File: src/rtl/branch_unit.sv
// Conditional branch resolver that reads the registered Z/N status flags.
// It waits out status-register writes, then issues a one-cycle PC-load pulse.
module branch_unit #(
    parameter int ADDR_WIDTH = 11,
    parameter int CNT_WIDTH  = 8
) (
    input  logic                  clock,
    input  logic                  branch_reset,
    input  logic                  branch_req,
    input  logic [2:0]            branch_cond,
    input  logic [ADDR_WIDTH-1:0] branch_target,
    input  logic                  status_Z_in,
    input  logic                  status_N_in,
    input  logic                  status_wr,
    output logic                  branch_busy,
    output logic                  branch_done,
    output logic                  branch_taken,
    output logic                  pc_load,
    output logic [ADDR_WIDTH-1:0] pc_target,
    output logic [CNT_WIDTH-1:0]  branch_taken_count
);

    typedef enum logic [1:0] {
        IDLE       = 2'd0,
        WAIT_FLAGS = 2'd1,
        EVAL       = 2'd2,
        COMMIT     = 2'd3
    } state_t;

    state_t                state_q, state_d;
    logic [2:0]            cond_q, cond_d;
    logic [ADDR_WIDTH-1:0] target_q, target_d;
    logic                  taken_q, taken_d;
    logic [CNT_WIDTH-1:0]  cnt_q, cnt_d;
    logic                  cond_hit;

    // State register with synchronous active-low reset
    always_ff @(posedge clock) begin
        if (!branch_reset) begin
            state_q <= IDLE;
        end else begin
            state_q <= state_d;
        end
    end

    // Next-state: a pending flag write delays evaluation
    always_comb begin
        state_d = state_q;
        case (state_q)
            IDLE: begin
                if (branch_req) begin
                    state_d = status_wr ? WAIT_FLAGS : EVAL;
                end
            end
            WAIT_FLAGS: begin
                if (!status_wr) begin
                    state_d = EVAL;
                end
            end
            EVAL:    state_d = COMMIT;
            COMMIT:  state_d = IDLE;
            default: state_d = IDLE;
        endcase
    end

    // Condition decode against the current status flags
    always_comb begin
        cond_hit = 1'b0;
        case (cond_q)
            3'b000:  cond_hit = status_Z_in;
            3'b001:  cond_hit = !status_Z_in;
            3'b010:  cond_hit = !status_Z_in && !status_N_in;
            3'b011:  cond_hit = !status_N_in;
            3'b100:  cond_hit = status_N_in;
            3'b101:  cond_hit = status_N_in || status_Z_in;
            3'b110:  cond_hit = 1'b1;
            default: cond_hit = 1'b0;
        endcase
    end

    // Datapath next values: latch request, register result, count taken
    always_comb begin
        cond_d   = cond_q;
        target_d = target_q;
        taken_d  = taken_q;
        cnt_d    = cnt_q;
        if (state_q == IDLE && branch_req) begin
            cond_d   = branch_cond;
            target_d = branch_target;
        end
        if (state_q == EVAL) begin
            taken_d = cond_hit;
        end
        if (state_q == COMMIT && taken_q && cnt_q != '1) begin
            cnt_d = cnt_q + CNT_WIDTH'(1);
        end
    end

    // Datapath registers, cleared by reset (aborts any request)
    always_ff @(posedge clock) begin
        if (!branch_reset) begin
            cond_q   <= '0;
            target_q <= '0;
            taken_q  <= 1'b0;
            cnt_q    <= '0;
        end else begin
            cond_q   <= cond_d;
            target_q <= target_d;
            taken_q  <= taken_d;
            cnt_q    <= cnt_d;
        end
    end

    // Outputs decoded from state and held registers
    always_comb begin
        branch_busy        = (state_q != IDLE);
        branch_done        = (state_q == COMMIT);
        pc_load            = (state_q == COMMIT) && taken_q;
        branch_taken       = taken_q;
        pc_target          = target_q;
        branch_taken_count = cnt_q;
    end

endmodule

File: config.mk
export PLATFORM = sky130hd
export DESIGN_NAME = branch_unit
export DESIGN_NICKNAME = d
export VERILOG_FILES = /design/src/rtl/branch_unit.sv
export SDC_FILE = /design/constraint.sdc
export NUM_CORES = 1
export LEC_CHECK = 0
export BUFFER_PORTS_ARGS = -buffer_cell sky130_fd_sc_hd__buf_2
export CAP_MARGIN = 20
export CORE_ASPECT_RATIO = 0.75
export CORE_MARGIN = 2
export CORE_UTILIZATION = 43
export DETAILED_ROUTE_END_ITERATION = 10
export GPL_ROUTABILITY_DRIVEN = 0
export PLACE_DENSITY = 0.78
export SLEW_MARGIN = 25
export SYNTH_ARGS = -nofsm -noshare
export SYNTH_HDL_FRONTEND = slang
export SYNTH_SLANG_ARGS = --single-unit
File: constraint.sdc
create_clock -name clock -period 1.3 [get_ports clock]
set_input_delay 0.26 -clock clock [delete_from_list [all_inputs] [get_ports clock]]
set_output_delay 0.26 -clock clock [all_outputs]
set_load 0.1 [all_outputs]
==> flow_metrics.env, run 1 <==
export IMPL_yosysWarnings=0
export IMPL_synth_seq_area_share_pct=44.5
export IMPL_hold_path_depth=3
export IMPL_ant_nets=0
export IMPL_status="complete, but fails checks"
export IMPL_clkTransAtPathRegs_ns=0.14
export IMPL_drc=0
export IMPL_grt_pass1_wl_mm=5.40
export IMPL_fin_crit_ns=1.55
export IMPL_hold_violations=0
export IMPL_io_pins=43
export IMPL_cts_root_buf="clkbuf_4"
export IMPL_irDropWorstVdd_mv=1.16
export IMPL_die_w_microns=63.1
export IMPL_tns_ns=-2.92
export IMPL_syn_inst=138
export IMPL_rsz0062_at_grt="true"
export IMPL_ys_async_sr_fraction_pct=0
export IMPL_htree_levels=1
export IMPL_synth_common_cells="nand2_1, dfxtp_1, a21oi_1"
export IMPL_slew_headroom_pct=79.7
export IMPL_hold_class="primary input to flop"
export IMPL_synth_edf_count=0
export IMPL_r2r_start="state_q[0]"
export IMPL_min_to="cond_q[2]"
export IMPL_clk_latency_ns=0.34
export IMPL_wire_per_inst_microns=16.4
export IMPL_synth_main_ff_cell="dfxtp_1"
export IMPL_drv_cap=0
export IMPL_stdcell_count=234
export IMPL_r2r_cells=6
export IMPL_cts_buffers_inserted=3
export IMPL_required_ns=1.04
export IMPL_finalMaxSlewViolations=0
export IMPL_period_share_pct=119
export IMPL_insertedDiodeCount=0
export IMPL_critPathKind="flop to primary output"
export IMPL_leakagePower_nw=0.816
export IMPL_fin_nets=225
export IMPL_grt_usage_pct=23.7
export IMPL_setup_ws_ns=-0.253
export IMPL_yosysTopAreaCell="dfxtp_1"
export IMPL_hold_start="branch_cond[2]"
export IMPL_syn_nets=164
export IMPL_via_count=1244
export IMPL_cts_buffer_depth=2
export IMPL_grt_overflow=0
export IMPL_r2r_slack_ns=-0.20
export IMPL_start_kind="flop"
export IMPL_avgSynthCellArea_sq_um=8.15
export IMPL_dp_final_hpwl_mm=2.35
export IMPL_synth_most_common_cell="nand2_1"
export IMPL_synth_area_leaders="dfxtp_1, nand2_1, a21oi_1, ha_1, inv_1"
export IMPL_worst_path_max_fanout=3
export IMPL_fmax_mhz=644
export IMPL_synth_top_area_share_pct=44.5
export IMPL_syn_to_final_growth_pct=85.4
export IMPL_die_h_microns=48.3
export IMPL_die_area_sq_mm=0.00305
export IMPL_critPathArrivalTime_ns=1.29
export IMPL_drtIter0Drc=75
export IMPL_start_util_pct=44.2
export IMPL_rr_endpoint="branch_taken_count[7]"
export IMPL_dp_cells=220
export IMPL_synth_seq_cells=25
export IMPL_end_kind="primary output"
export IMPL_grt_max_degree=16
export IMPL_tightest_slew_ns=0.305
export IMPL_yosysUniqueCellTypes=27
export IMPL_drive_above_1_share_pct=54.0
export IMPL_setup_violations=25
export IMPL_cts_sinks=25
export IMPL_grt_pass1_vias=1173
export IMPL_dr_pass1_iters=4
export IMPL_antenna_found_initial=0
export IMPL_routed_wl_mm=3.84
export IMPL_coreArea_sq_mm=0.00254
export IMPL_skew_ns=0.00375
export IMPL_cts_tree="done"
export IMPL_port_buffers=42
export IMPL_power_density_mw_per_mm2=1720
export IMPL_violations="setup timing"
export IMPL_num_rows=16
export IMPL_vias_per_cell=5.32
export IMPL_syn_area_sq_mm=0.00112
worst max-delay path by stage:
stage,start,to,cells past startpoint
after floorplan,state_q[1],branch_taken_count[7],5
after global placement,state_q[1],pc_target[3],6
after detailed placement,state_q[1],pc_target[6],6
after CTS,state_q[0],pc_load,4
after global routing,state_q[0],pc_load,4
final,state_q[0],pc_load,4
layout by cell type, fill, tap and decap left out, drive strengths merged:
cell      netlist  final
xnor2           1      1
nor3            2      2
or3             1      1
nand2          36     36
clkinv          0      1
ha              6      6
clkinvlp        0      1
a21oi          19     19
o311a           1      1
o21ai           5      5
o21bai          1      1
clkbuf          3      3
inv             7      6
and2            1      1
a211oi          2      2
mux2i           2      2
nand4           3      3
nor2            7      7
dfxtp          25     25
buf             1     60
o221ai          2      2
and3            1      1
a31oi           3      3
and4            2      2
xor2            2      2
a22oi           1      1
nand3           4      4
timing repair:
| action | in CTS | in global routing |
|---|---|---|
| pin swaps | 6 | 7 |
| gates cloned | 0 | 0 |
| resized for setup | 11 | 23 |
| hold buffers | 0 | 0 |
| buffers inserted | 5 | 6 |
| endpoints found under the setup margin | 23 | 29 |
logic make-up (layout without fill, tap and decap cells):
| kind of cell | Yosys count | in the layout | synth area share [%] |
|---|---|---|---|
| simple gates | 57 | 57 | 23.5 |
| mux | 2 | 2 | 1.78 |
| compound gates | 34 | 34 | 17.5 |
| flops | 25 | 25 | 44.5 |
| fa+ha+maj | 6 | 6 | 6.67 |
| xor+xnor | 3 | 3 | 2.34 |
| buf+inv | 11 | 71 | 3.78 |
cell type report:
cell class	instances	area, sq um
well taps	36	45.0
repair buffers	60	718
multi-input cells	102	721
flip-flops and latches	25	542
inverters	7	32.5
fillers	148	457
clock inverters	1	5.00
clock buffers	3	22.5
metrics by stage:
stage	cell area, sq um	utilization (%)	hold slack, ns	setup WS (ns)	power (mW)
after global placement	1850	72.8	0.456	-0.00601	2.79
final	2090	82.0	0.138	-0.253	3.59
after detailed placement	1850	72.8	0.472	-0.117	2.87
after floorplan	1210	-	0.381	-0.447	2.22
after global routing	2090	82.0	0.130	-0.289	3.74
after CTS	1960	77.1	0.138	-0.236	3.38
sequential cells by signal, indices dropped and copies added, names as in the netlist:
signal,flops
pc_target,11
branch_taken_count,8
cond_q,3
state_q,2
branch_taken,1
where the power goes:
group          switching (mW)  internal (mW)
clock                   0.246          0.116
sequential              0.150          0.890
combinational            1.33          0.863
worst max-delay path, stage by stage, from the launching register on:
cell	delay, ns
dfxtp_4	0.39
ha_4	0.16
and2_4	0.14
buf_6	0.11
buf_12	0.15
per-layer routing:
| layer | vias up | global-route usage, % | part of all wire [%] |
|---|---|---|---|
| met5 | - | 0 | 0 |
| met4 | 0 | 8.89 | 2.1 |
| met3 | 10 | 5.54 | 5.2 |
| met2 | 43 | 44.9 | 49 |
| met1 | 594 | 27.5 | 43 |
| li1 | 597 | - | - |
Note: power is estimated with default switching activity, not from simulation.
==> run 2: changes to the inputs <==
==> constraint.sdc (replaced) <==
create_clock -name clock -period 1.3 [get_ports clock]
set_input_delay 0.065 -clock clock [delete_from_list [all_inputs] [get_ports clock]]
set_output_delay 0.065 -clock clock [all_outputs]
set_load 0.1 [all_outputs]
==> run 2 against run 1 <==
The run still ends with setup timing left; combinational power shrank 5%; sequential power is essentially flat; register-to-register slack is essentially flat; non-clock buffer count grew 10; setup slack gained 0.067 ns; global-route usage shrank 0.60 points; sequential cell count is the same; cell count grew 4.3%; critical path type is now flop to flop; largest cell class unchanged; largest power group unchanged.
==> flow_metrics.env, run 2 (synthesis gave the netlist of run 1 again) <==
export IMPL_coreArea_sq_mm=0.00254
export IMPL_die_w_microns=63.1
export IMPL_skew_ns=0.0130
export IMPL_die_area_sq_mm=0.00305
export IMPL_cts_sinks=25
export IMPL_irDropWorstVdd_mv=1.36
export IMPL_syn_to_final_growth_pct=71.9
export IMPL_cts_buffer_depth=2
export IMPL_start_util_pct=44.2
export IMPL_grt_usage_pct=23.1
export IMPL_dp_final_hpwl_mm=2.14
export IMPL_final_common_cell="buf_2"
export IMPL_start_kind="flop"
export IMPL_hold_class="primary input to flop"
export IMPL_tightest_slew_ns=0.501
export IMPL_total_switching_power_mw=1.73
export IMPL_clkPwrFrac_pct=11.1
export IMPL_grt_pass1_vias=1137
export IMPL_fin_crit_ns=1.49
export IMPL_routed_wl_mm=3.74
export IMPL_internal_power_mw=1.75
export IMPL_clk_latency_ns=0.34
export IMPL_fin_nets=235
export IMPL_rr_endpoint="cond_q[2]"
export IMPL_port_buffers=42
export IMPL_ant_nets=0
export IMPL_antenna_found_initial=0
export IMPL_io_pins=43
export IMPL_insertedDiodeCount=0
export IMPL_die_h_microns=48.3
export IMPL_wire_per_inst_microns=15.3
export IMPL_final_area_sq_mm=0.00193
export IMPL_r2r_slack_ns=-0.19
export IMPL_rsz0062_at_grt="true"
export IMPL_hold_violations=0
export IMPL_tns_ns=-2.19
export IMPL_largest_reg_flops=11
export IMPL_worst_path_max_fanout=7
export IMPL_clkTransAtPathRegs_ns=0.15
export IMPL_finalMaxSlewViolations=0
export IMPL_grt_overflow=0
export IMPL_final_cell_mix="buf_2, nand2_1, dfxtp_1, dlygate4sd3_1, dfxtp_4"
export IMPL_power_share_sequential_pct=29.1
export IMPL_critPathArrivalTime_ns=1.76
export IMPL_multi_input_area_sq_um=727
export IMPL_violations="setup timing"
export IMPL_status="complete, but fails checks"
export IMPL_drtIter0Drc=60
export IMPL_cts_root_buf="clkbuf_4"
export IMPL_power_density_mw_per_mm2=1800
export IMPL_nFillCells=167
export IMPL_required_ns=1.57
export IMPL_p_sw_share_pct=49.7
export IMPL_critPathCapture="cond_q[2]"
export IMPL_holdWs_ns=0.00869
export IMPL_r2r_cells=8
export IMPL_setup_violations=20
export IMPL_r2r_start="state_q[1]"
export IMPL_htree_levels=1
export IMPL_num_rows=16
export IMPL_fmax_mhz=673
export IMPL_place_area_sq_mm=0.00156
export IMPL_slew_headroom_pct=66.8
export IMPL_drive_above_1_share_pct=50.5
export IMPL_seqCellArea_sq_um=542
export IMPL_dr_pass1_iters=4
export IMPL_grt_pass1_wl_mm=5.17
export IMPL_end_kind="flop"
export IMPL_cts_tree="done"
export IMPL_grt_max_degree=17
export IMPL_setup_ws_ns=-0.186
export IMPL_vias_per_cell=5.46
export IMPL_leakagePower_nw=0.836
export IMPL_via_count=1332
export IMPL_cts_buffers_inserted=3
export IMPL_critPathKind="flop to flop"
export IMPL_drv_cap=0
export IMPL_drc=0
export IMPL_setup_worst_path_start="state_q[1]"
export IMPL_period_share_pct=114
export IMPL_combPwrFrac_pct=59.8
[run 2: cell type report]
class / instances / area share, %
Sequential cell: 25 / 28.0
Tap cell: 36 / 2.33
Clock buffer: 3 / 1.17
Timing Repair Buffer: 70 / 28.6
Inverter: 7 / 1.81
Multi-Input combinational cell: 102 / 37.6
Clock inverter: 1 / 0.453
[run 2: how the worst min path moves through the flow]
stage,cells after the start,from,endpoint,slack [ns]
6_report,2,branch_reset,branch_taken_count[5],0.009
5_1_grt,2,branch_reset,branch_taken_count[5],-0.001
4_1_cts,3,branch_reset,branch_taken,0.004
3_5_place_dp,3,branch_target[4],pc_target[4],0.31
3_3_place_gp,3,branch_target[2],pc_target[2],0.31
2_1_floorplan,1,branch_reset,branch_taken_count[5],0.19
[run 2: timing repair]
action / in CTS / in global routing
hold endpoints to repair: 14 / 0
resized for setup: 14 / 27
cloned: 0 / 1
setup buffers: 2 / 2
pin swaps: 4 / 15
hold buffers: 14 / 0
setup endpoints to repair: 22 / 25
[run 2: power by group through the flow]
stage	Combinational (mW)	Sequential [mW]	Clock, mW
after floorplan	0.725	1.49	0
after global placement	1.58	0.988	0
after detailed placement	1.63	0.998	0
after CTS	1.75	1.00	0.389
after global routing	2.17	1.03	0.427
final	2.08	1.01	0.386
[run 2: critical path, cell delays in order (launching register included)]
cell and delay, ns:
dfxtp_4 0.39, inv_4 0.07, ha_4 0.16, clkinvlp_4 0.11, buf_6 0.13, nor2_4 0.17, clkbuf_16 0.18, nand2_1 0.05
a21oi_1 0.16
[run 2: layer usage]
metal  wire, microns  GRT usage (%)  vias to the layer above
met5               0              0                        -
met4             124           12.9                        0
met3             181           5.54                       13
met2            1900           42.3                       48
met1            1530           26.3                      654
li1                -              -                      617
[run 2: per-stage QoR]
| step | util [%] | power [mW] | instances | setup WS, ns |
|---|---|---|---|---|
| 6_report | 76.0 | 3.48 | 244 | -0.186 |
| 5_1_grt | 76.0 | 3.62 | 244 | -0.222 |
| 4_1_cts | 70.3 | 3.15 | 241 | -0.0987 |
| 3_5_place_dp | 61.3 | 2.63 | 221 | -0.0673 |
| 3_3_place_gp | 61.3 | 2.57 | 221 | -0.00384 |
| 2_1_floorplan | - | 2.22 | 138 | -0.447 |
==> run 3: changes to the inputs <==
- CORE_UTILIZATION: 43 -> 26
- PLACE_DENSITY: 0.78 -> 0.54
==> run 3 against run 2 <==
The flow still finishes with violations (setup timing); clock skew down 0.011 ns; core utilization decreased by 34 points; non-clock buffer count down 14; count of clock-buffer cells in the layout increased by 1; worst hold slack gained 0.023 ns; wire length is 30% lower; cell count grew 2.0%; first-iteration DRC count is 23% higher; critical path type unchanged; highest routed layer unchanged.
==> flow_metrics.env, run 3 (synthesis gave the netlist of run 1 again) <==
export IMPL_drtIter0Drc=74
export IMPL_die_w_microns=80.0
export IMPL_ant_nets=0
export IMPL_place_area_sq_mm=0.00162
export IMPL_hold_start="branch_target[2]"
export IMPL_insertedDiodeCount=0
export IMPL_rsz0062_at_grt="true"
export IMPL_cts_buffers_inserted=3
export IMPL_required_ns=1.49
export IMPL_port_buffers=42
export IMPL_irDropWorstVdd_mv=1.61
export IMPL_cts_tree="done"
export IMPL_fmax_mhz=759
export IMPL_start_util_pct=27.4
export IMPL_fin_crit_ns=1.32
export IMPL_cts_hold_buf=0
export IMPL_leakagePower_nw=0.750
export IMPL_clk_latency_ns=0.26
export IMPL_slew_headroom_pct=67.4
export IMPL_clkTransAtPathRegs_ns=0.08
export IMPL_skew_ns=0.00185
export IMPL_grt_pass1_vias=928
export IMPL_period_share_pct=101
export IMPL_grt_pass1_wl_mm=4.20
export IMPL_critPathArrivalTime_ns=1.51
export IMPL_start_kind="flop"
export IMPL_syn_to_final_growth_pct=54.1
export IMPL_coreArea_sq_mm=0.00410
export IMPL_dr_pass1_iters=4
export IMPL_routed_wl_mm=2.61
export IMPL_setup_worst_path_start="state_q[0]"
export IMPL_power_density_mw_per_mm2=1900
export IMPL_via_count=1127
export IMPL_setup_ws_ns=-0.0172
export IMPL_die_h_microns=61.0
export IMPL_final_area_sq_mm=0.00173
export IMPL_cts_buffer_depth=2
export IMPL_die_area_sq_mm=0.00487
export IMPL_rr_endpoint="branch_taken_count[7]"
export IMPL_vias_per_cell=4.53
export IMPL_grt_usage_pct=11.1
export IMPL_drc=0
export IMPL_drv_cap=0
export IMPL_end_kind="flop"
export IMPL_min_to="pc_target[2]"
export IMPL_grt_max_degree=15
export IMPL_final_common_cell="buf_2"
export IMPL_grt_overflow=0
export IMPL_critPathKind="flop to flop"
export IMPL_final_cell_mix="buf_2, nand2_1, a21oi_1"
export IMPL_hold_violations=0
export IMPL_finalMaxSlewViolations=0
export IMPL_num_rows=20
export IMPL_wire_per_inst_microns=10.5
export IMPL_htree_levels=1
export IMPL_r2r_slack_ns=-0.02
export IMPL_cts_root_buf="clkbuf_8"
export IMPL_setup_violations=3
export IMPL_r2r_start="state_q[0]"
export IMPL_drive_above_1_share_pct=42.8
export IMPL_tightest_slew_ns=0.492
export IMPL_dp_final_hpwl_mm=2.03
export IMPL_tns_ns=-0.0432
export IMPL_hold_path_depth=3
export IMPL_largest_reg_flops=11
export IMPL_antenna_found_initial=0
export IMPL_cts_sinks=25
export IMPL_hold_class="primary input to flop"
export IMPL_io_pins=43
export IMPL_status="complete, but fails checks"
export IMPL_fin_nets=221
export IMPL_r2r_cells=5
export IMPL_worst_path_max_fanout=4
export IMPL_violations="setup timing"
[run 3: layer usage]
layer | vias up | part of all wire (%) | track usage [%]
met5 | - | 0 | 0
met4 | 0 | 1.1 | 3.63
met3 | 2 | 4.0 | 3.27
met2 | 21 | 46 | 17.7
met1 | 510 | 49 | 14.7
li1 | 594 | - | -
[run 3: how the worst max path moves through the flow]
stage	cells past startpoint	slack, ns	endpoint
after global placement	5	-0.02	state_q[0]
after global routing	5	-0.07	branch_busy
after floorplan	5	-0.45	branch_taken_count[7]
final	5	-0.02	branch_taken_count[7]
after CTS	5	-0.05	branch_busy
after detailed placement	5	-0.02	state_q[1]
[run 3: final cells by class]
class,count,area (sq um)
clock buffer,4,45.0
fill,421,2370
inverter,7,35.0
multi-input combinational,102,643
sequential,25,542
tap,55,68.8
timing repair buffer,56,399
[run 3: where the power goes]
part / switching, mW / total (mW) / internal [mW] / leakage, nW
clock: 0.225 / 0.444 / 0.219 / 0.0228
sequential: 0.105 / 0.994 / 0.889 / 0.212
combinational: 1.20 / 1.85 / 0.652 / 0.515
total: 1.53 / 3.29 / 1.76 / 0.750
[run 3: critical path, cell delays in order (launching register included)]
cell	delay [ns]
dfxtp_4	0.39
ha_4	0.15
and2_4	0.17
nand4_4	0.09
or3_1	0.31
a21oi_1	0.13
[run 3: what timing repair did]
item	CTS	global route
buffers inserted	0	3
pin swaps	1	7
setup endpoints to repair	5	11
resized for setup	4	9
hold endpoints to repair	0	0
[run 3: per-stage QoR]
stage | cells | setup WS [ns] | power [mW] | util [%] | hold WS [ns]
2_1_floorplan | 138 | -0.447 | 2.22 | - | 0.186
3_3_place_gp | 242 | -0.0208 | 2.73 | 39.5 | 0.311
3_5_place_dp | 242 | -0.0175 | 2.72 | 39.5 | 0.312
4_1_cts | 246 | -0.0486 | 3.25 | 41.0 | 0.0208
5_1_grt | 249 | -0.0705 | 3.49 | 42.2 | 0.0219
6_report | 249 | -0.0172 | 3.29 | 42.2 | 0.0317
